[src/rtl/fifo_1to16.sv]
// fifo_1to16: packs a byte stream into 16-lane words and buffers them in a DEPTH-word SRAM
// Ports:
//   clock, reset                       rising-edge clock, synchronous active-high reset
//   valid_i, ready_o, last_i, data_i   byte input stream, lane 0 is the first byte of a word
//   valid_o, ready_i, last_o, data_o   word output stream, first-word fall-through
//   count_o                            number of valid lanes in data_o, 1..16
module fifo_1to16 #(
   parameter int WIDTH = 8,
   parameter int ABITS = 4
) (
   input  logic                  clock,
   input  logic                  reset,
   input  logic                  valid_i,
   output logic                  ready_o,
   input  logic                  last_i,
   input  logic [WIDTH-1:0]      data_i,
   output logic                  valid_o,
   input  logic                  ready_i,
   output logic                  last_o,
   output logic [4:0]            count_o,
   output logic [16*WIDTH-1:0]   data_o
);
   localparam int DEPTH = 1 << ABITS;
   localparam logic [ABITS:0] FULL = (ABITS+1)'(DEPTH);
   localparam logic [ABITS:0] ONE = (ABITS+1)'(1);
   logic [16*WIDTH+5:0] mem [DEPTH];
   logic [15:0][WIDTH-1:0] pack, word;
   logic [3:0] bidx, bidx_n;
   logic [4:0] cnt, hold_cnt;
   logic hold, hold_last, lst, accept, fin, req, wr, pop, cons, hold_n;
   logic [ABITS:0] waddr, raddr, level, occ, occ_c, occ_n;
   // Occupancy includes the output register, so no more than DEPTH words are held in total.
   // A last byte that arrives with no free slot parks its finished word in the pack register
   // (hold) and stalls input until a slot frees; ready_o stays high mid-word while full.
   always_comb begin
      accept = valid_i && ready_o;
      fin = accept && (bidx == 4'd15 || last_i);
      req = fin || hold;
      word = pack;
      word[bidx] = hold ? pack[bidx] : data_i;
      cnt = hold ? hold_cnt : {1'b0, bidx} + 5'd1;
      lst = hold ? hold_last : last_i;
      level = waddr - raddr;
      cons = valid_o && ready_i;
      occ = level + {{ABITS{1'b0}}, valid_o};
      occ_c = occ - {{ABITS{1'b0}}, cons};
      wr = req && occ_c < FULL;
      pop = level != '0 && (!valid_o || ready_i);
      hold_n = req && !wr;
      bidx_n = req ? 4'd0 : accept ? bidx + 4'd1 : bidx;
      occ_n = occ_c + {{ABITS{1'b0}}, wr};
   end
   always_ff @(posedge clock)
      if (wr && !reset) mem[waddr[ABITS-1:0]] <= {lst, cnt, word};
   always_ff @(posedge clock) begin
      if (reset) begin
         pack <= '0;
         bidx <= '0;
         hold <= 1'b0;
         hold_cnt <= '0;
         hold_last <= 1'b0;
         waddr <= '0;
         raddr <= '0;
         ready_o <= 1'b0;
         valid_o <= 1'b0;
         last_o <= 1'b0;
         count_o <= '0;
         data_o <= '0;
      end else begin
         if (req) begin
            pack <= wr ? '0 : word;
            hold <= !wr;
            hold_cnt <= cnt;
            hold_last <= lst;
         end else if (accept) pack <= word;
         bidx <= bidx_n;
         if (wr) waddr <= waddr + ONE;
         ready_o <= !hold_n && (occ_n < FULL || bidx_n != 4'd15);
         if (pop) begin
            {last_o, count_o, data_o} <= mem[raddr[ABITS-1:0]];
            valid_o <= 1'b1;
            raddr <= raddr + ONE;
         end else if (ready_i) valid_o <= 1'b0;
      end
   end
endmodule

[config.mk]
export PLATFORM = sky130hd
export DESIGN_NAME = fifo_1to16
export DESIGN_NICKNAME = d
export VERILOG_FILES = /design/src/rtl/fifo_1to16.sv
export SDC_FILE = /design/constraint.sdc
export NUM_CORES = 2
export LEC_CHECK = 0
export CAP_MARGIN = 30
export CORE_UTILIZATION = 35
export CTS_BUF_LIST = sky130_fd_sc_hd__clkbuf_16
export DETAILED_ROUTE_END_ITERATION = 10
export HOLD_SLACK_MARGIN = 0.1
export PLACE_DENSITY_LB_ADDON = 0.05
export SLEW_MARGIN = 10
export SYNTH_ARGS = -nofsm -noshare
export SYNTH_HDL_FRONTEND = slang
export SYNTH_SLANG_ARGS = --single-unit
[constraint.sdc]
create_clock -name clock -period 36 [get_ports clock]
set_input_delay 3.6 -clock clock [delete_from_list [all_inputs] [get_ports clock]]
set_output_delay 3.6 -clock clock [all_outputs]
set_load 0.03 [all_outputs]
* Word-level counts from Yosys, hierarchy flattened
Memories as Yosys holds them, arrays and structs flattened. A register that Yosys moved wholly into a read port is not among the register bits.
Cells that the tools add are included.
** Storage, ports and cells
- Bits in registers :: 151
- Bits in writable memories :: 2144
- Input bits :: 13
- Output and inout bits :: 136
- Logic and storage cells :: 76
- Memories :: 1
** Cells by class
- Add/subtract/negate cells :: 8
- Magnitude comparators :: 4
- Eq/ne operators :: 2
- Multiplexer cells :: 17
- Reduce and logical (&&, ||, !) cells :: 20
** Memories
- mem :: words 16, bits a word 134, rd ports 1, clocked after Yosys merged registers in 1, write ports 1, line 26 : logic [16*WIDTH+5:0] mem [DEPTH];
** Operator list (count)
- two-way mux 128 bit :: 3
- bitwise mux 128 bit :: 1
- binary-select mux 8 bit (select 4 bit) :: 1
- demux 8 bit (select 4 bit) :: 1
- two-way mux 8 bit :: 3
- adder 5 x 1 -> 5 bit :: 2
- adder 5 x 1 -> 5 bit, second input constant :: 2
- less-than comparator 5 bit, second input constant :: 2
- logical AND 1 bit :: 9
- two-way mux 4 bit :: 2
- adder 4 x 1 -> 5 bit, second input constant :: 1
- less-than comparator 4 x 5 -> 1 bit, second input constant :: 1
- two-way mux 1 bit :: 5
- two-way mux 5 bit :: 1
- nonzero test 5 bit :: 1
- subtractor 5 x 1 -> 5 bit :: 1
- subtractor 5 bit :: 1
- adder 4 x 1 -> 4 bit, second input constant :: 1
- == test 4 bit, second input constant :: 1
- greater-or-equal comparator 4 x 1 -> 1 bit, second input constant :: 1
- logical NOT 1 bit :: 4
- logical OR 1 bit :: 4
- != test 4 bit, second input constant :: 1
- nonzero test 2 bit :: 2

* Logic depth before layout (Yosys ltp)
- Word-level depth :: 9
- Gate-level depth with buffers :: 15
- Mapped depth without buffers :: 11

* Worst setup path before layout
OpenSTA, ideal clock, no wires.
- Path type :: in2reg
- Start :: input ready_i
- End :: memory mem[0][0] (netlist bit) (enable)
- Setup time :: 955 ps
- Arrival :: 18505 ps
- Required time :: 35045 ps
- Path slack :: 16539 ps
- Stages on the path :: 12
- Path buffers :: 2
- Cells stage by stage :: and2_1 ha_1 inv_1 ha_1 fa_1 maj3_2 a21oi_1 xnor3_2 buf_6 nand2_2 buf_2 nor4_1
** On the way
- Word-level cells in the longest chain between the ends :: 7
** RTL lines
- start: declaration :: line 18 : input logic ready_i,
- logical AND 1 bit :: line 44 : cons = valid_o && ready_i;
- subtractor 5 x 1 -> 5 bit :: line 46 : occ_c = occ - {{ABITS{1'b0}}, cons};
- less-than comparator 5 bit :: line 47 : wr = req && occ_c < FULL;
- logical AND 1 bit :: line 47
- logical AND 1 bit :: line 54 : if (wr && !reset) mem[waddr[ABITS-1:0]] <= {lst, cnt, word};
- two-way mux 1 bit :: line 54
- two-way mux 1 bit (implied by the code) :: line 54
- end: declaration :: line 26
No other way between the ends.

* Final worst setup path
- Start :: input ready_i
- End :: memory mem[7][126] (netlist bit) (enable)
The elaborated chain is that of the path after synthesis.

==> results_dict.tcl <==
set metrics [dict create \
    skew_ns 0.0566 \
    crit_top_cell "buf_4" \
    cts_max_path_buffers 4 \
    cp_slowest_cell "buf_4" \
    post_cts_buffers 0 \
    post_drt_wl_per_cell_um 29.3 \
    grt_usage_pct 18.8 \
    rsz0062_at_grt "false" \
    worstPathRequired_ns 36.44 \
    use_met1_pct 27.7 \
    cp.arrival_ns 8.58 \
    stdcell_count 8670 \
    cp-start-kind "input pin" \
    vias 45600 \
    root_buffer "clkbuf_16" \
    syn_area_um2 93100 \
    synth_edf_count 2144 \
    grt-ovfl-total 0 \
    antenna_found_initial 14 \
    power_mw 7.73 \
    hp-class "register to register" \
    netlist_top_cells_count "edfxtp_1, mux4_2, nand2_1, dfxtp_1, a21oi_1" \
    synthCells 4525 \
    dr.pass1.iters 8 \
    finalWorstSetupSlack_ns 27.86 \
    placed_cells 8148 \
    rows 189 \
    async_reset_ff_share_pct 0 \
    grt_pass1_wl_um 364000 \
    finalCritPeriodShare_pct 22.6 \
    use_met3_pct 2.23 \
    hold_viol_final 0 \
    dpl.hpwl_um 149000 \
    p_per_area_nw_per_um2 71.0 \
    core_um2 265000 \
    crit_path_end_kind "register" \
    ys_warn_count 0 \
    finalWirelength_um 254000 \
    synth_seq_cells 2429 \
    top_usage_layer "met2" \
    ant_nets 0 \
    place.gp.congestion 0.789 \
    crit_path_max_incr_delay_ns 0.73 \
    path_buf_inv 6 \
    slew_headroom_pct 33.5 \
    dp_slack_ns 26.94 \
    grt_use_met2_pct 29.7 \
    drc_errors 0 \
    ir_drop_mv 0.0769 \
    drtIter0Drc 3767 \
    dominantRegCellSynth "edfxtp_1" \
    cts_tree "built" \
    cp_max_fo 41 \
    clk_pin_slew_worst_paths_ns 0.06 \
    fin_hold_ws_ns 0.451 \
    drive_gt1_share_pct 26.4 \
    area_delta_synth_final_pct 16.9 \
    yosysMostFrequentCell "edfxtp_1" \
    port_buffers 148 \
    path_delay_family "buffers and inverters" \
    num-fill-cells 23500 \
    finalCriticalPeriod_ns 8.14 \
    ys_types 53 \
    outcome "finished clean" \
    cts_hold_buf 0 \
    worstSkewPairLatency_ns 0.85 \
    start_util_pct 35.2 \
    grt_max_degree 110 \
    synth_fp_nets 4556 \
    via_per_inst 5.26 \
    nNetsFinal 4941 \
    synth_top_area_share_pct 69.1 \
    htreeDepth 5 \
    grt_pass1_vias 47700 \
    maxCapViolCount 0 \
    setup_violations 0 \
    synthTopCellsByArea "edfxtp_1, mux4_2, dfxtp_1" \
    postSynthAreaPerCell_um2 20.6 \
    fmax_mhz 123 \
    cts_sinks 2429 \
    crit_type "input pin to register" \
    yosysTopAreaCell "edfxtp_1" \
    synth_seq_area_share_pct 75.3 \
    pin_count 149 \
    path_cells "clkdlybuf4s50_1, and2_1, ha_1, inv_1, ha_1, fa_1, maj3_2, a21oi_1, xnor3_2, buf_4, nand2_2, nor3_2, buf_4, buf_4, buf_4" \
    cts_buffers 284 \
    worstMarginPinSlew_ns 0.998 \
    dieArea_um2 268000 \
    p_leak_nw 35.4 \
    fin_setup_tns_ns 0 \
    die_w_um 518 \
    ctsResizeCount 0 \
    die_y_um 518 \
    drv_slew 0 \
]
[logic make-up after synthesis]
family / Yosys count / share of synthesized area (%)
flip-flops: 2429 / 75.3
multiplexers: 733 / 16.9
AND/OR/NAND/NOR: 555 / 2.46
AO/OA/AOI/OAI: 480 / 3.54
buffers and inverters: 298 / 1.39
adder cells (fa/ha/maj): 19 / 0.270
XOR/XNOR: 11 / 0.136
[state kept, by name, indices dropped and copies added, names as in the netlist]
signal     cells
ready_o        1
valid_o        1
bidx           4
mem         2144
data_o       128
hold           1
count_o        5
pack         128
last_o         1
hold_last      1
hold_cnt       5
waddr          5
raddr          5
[report_power, final]
part / total [mW] / switching (mW) / internal (mW)
clock network: 2.72 / 1.13 / 1.59
registers: 3.25 / 0.0645 / 3.18
logic: 1.77 / 1.09 / 0.672
[cells in the final DEF (no fill, tap or decap), drive strengths merged, types with 12 or more instances in the layout]
master	count
nor2b	15
mux4	672
diode	12
and2	16
clkdlybuf4s50	147
a22o	22
dfxtp	285
nor3	18
o21ai	110
inv	101
nand2	396
edfxtp	2144
clkinv	101
buf	233
nand2b	12
ha	16
nor2	62
nand3	21
bufinv	17
clkbuf	293
mux2	21
a21oi	190
mux2i	40
a32o	121
[worst register-to-register path: stages, from the launching register on]
cell	delay, ns
dfxtp_2	0.32
buf_4	0.69
ha_1	0.66
nand3_2	0.41
inv_2	0.22
or3_1	0.55
and2_1	0.38
nand2_2	0.34
nor3_2	0.28
buf_4	0.40
buf_4	0.52
buf_4	0.81
[per-stage QoR]
step,area [µm²],util (%)
4_1_cts,109000,41.0
6_report,109000,41.1
3_5_place_dp,100000,37.8
2_1_floorplan,93100,-
5_1_grt,109000,41.1
3_3_place_gp,99700,37.6
[final timing paths]
path	start	end	slack [ns]	cells after the start
worst max-delay path	ready_i	mem[7][126]$_DFFE_PP_	27.86	15
worst min-delay path	data_o[111]$_SDFFE_PP0P_	data_o[111]$_SDFFE_PP0P_	0.45	2
worst max register to register	bidx[1]$_SDFF_PP0_	mem[7][126]$_DFFE_PP_	29.98	11
worst min register to register	data_o[111]$_SDFFE_PP0P_	data_o[111]$_SDFFE_PP0P_	0.45	2
[metal layers]
layer,wire (µm),up-vias
li1,-,19500
met1,120000,24800
met2,120000,965
met3,8610,353
met4,5810,0
met5,0,-
[area by class of cell]
class / count / area [µm²] / area share (%)
diodes: 12 / 30.0 / 0.0276
well taps: 3533 / 4420 / 4.06
clock inverters: 209 / 1410 / 1.29
repair buffers: 381 / 3490 / 3.20
inverters: 16 / 67.6 / 0.0621
multi-input cells: 1798 / 22000 / 20.2
flip-flops and latches: 2429 / 70100 / 64.4
clock buffers: 292 / 7310 / 6.71
No activity file was read; power rests on OpenSTA's default activity.
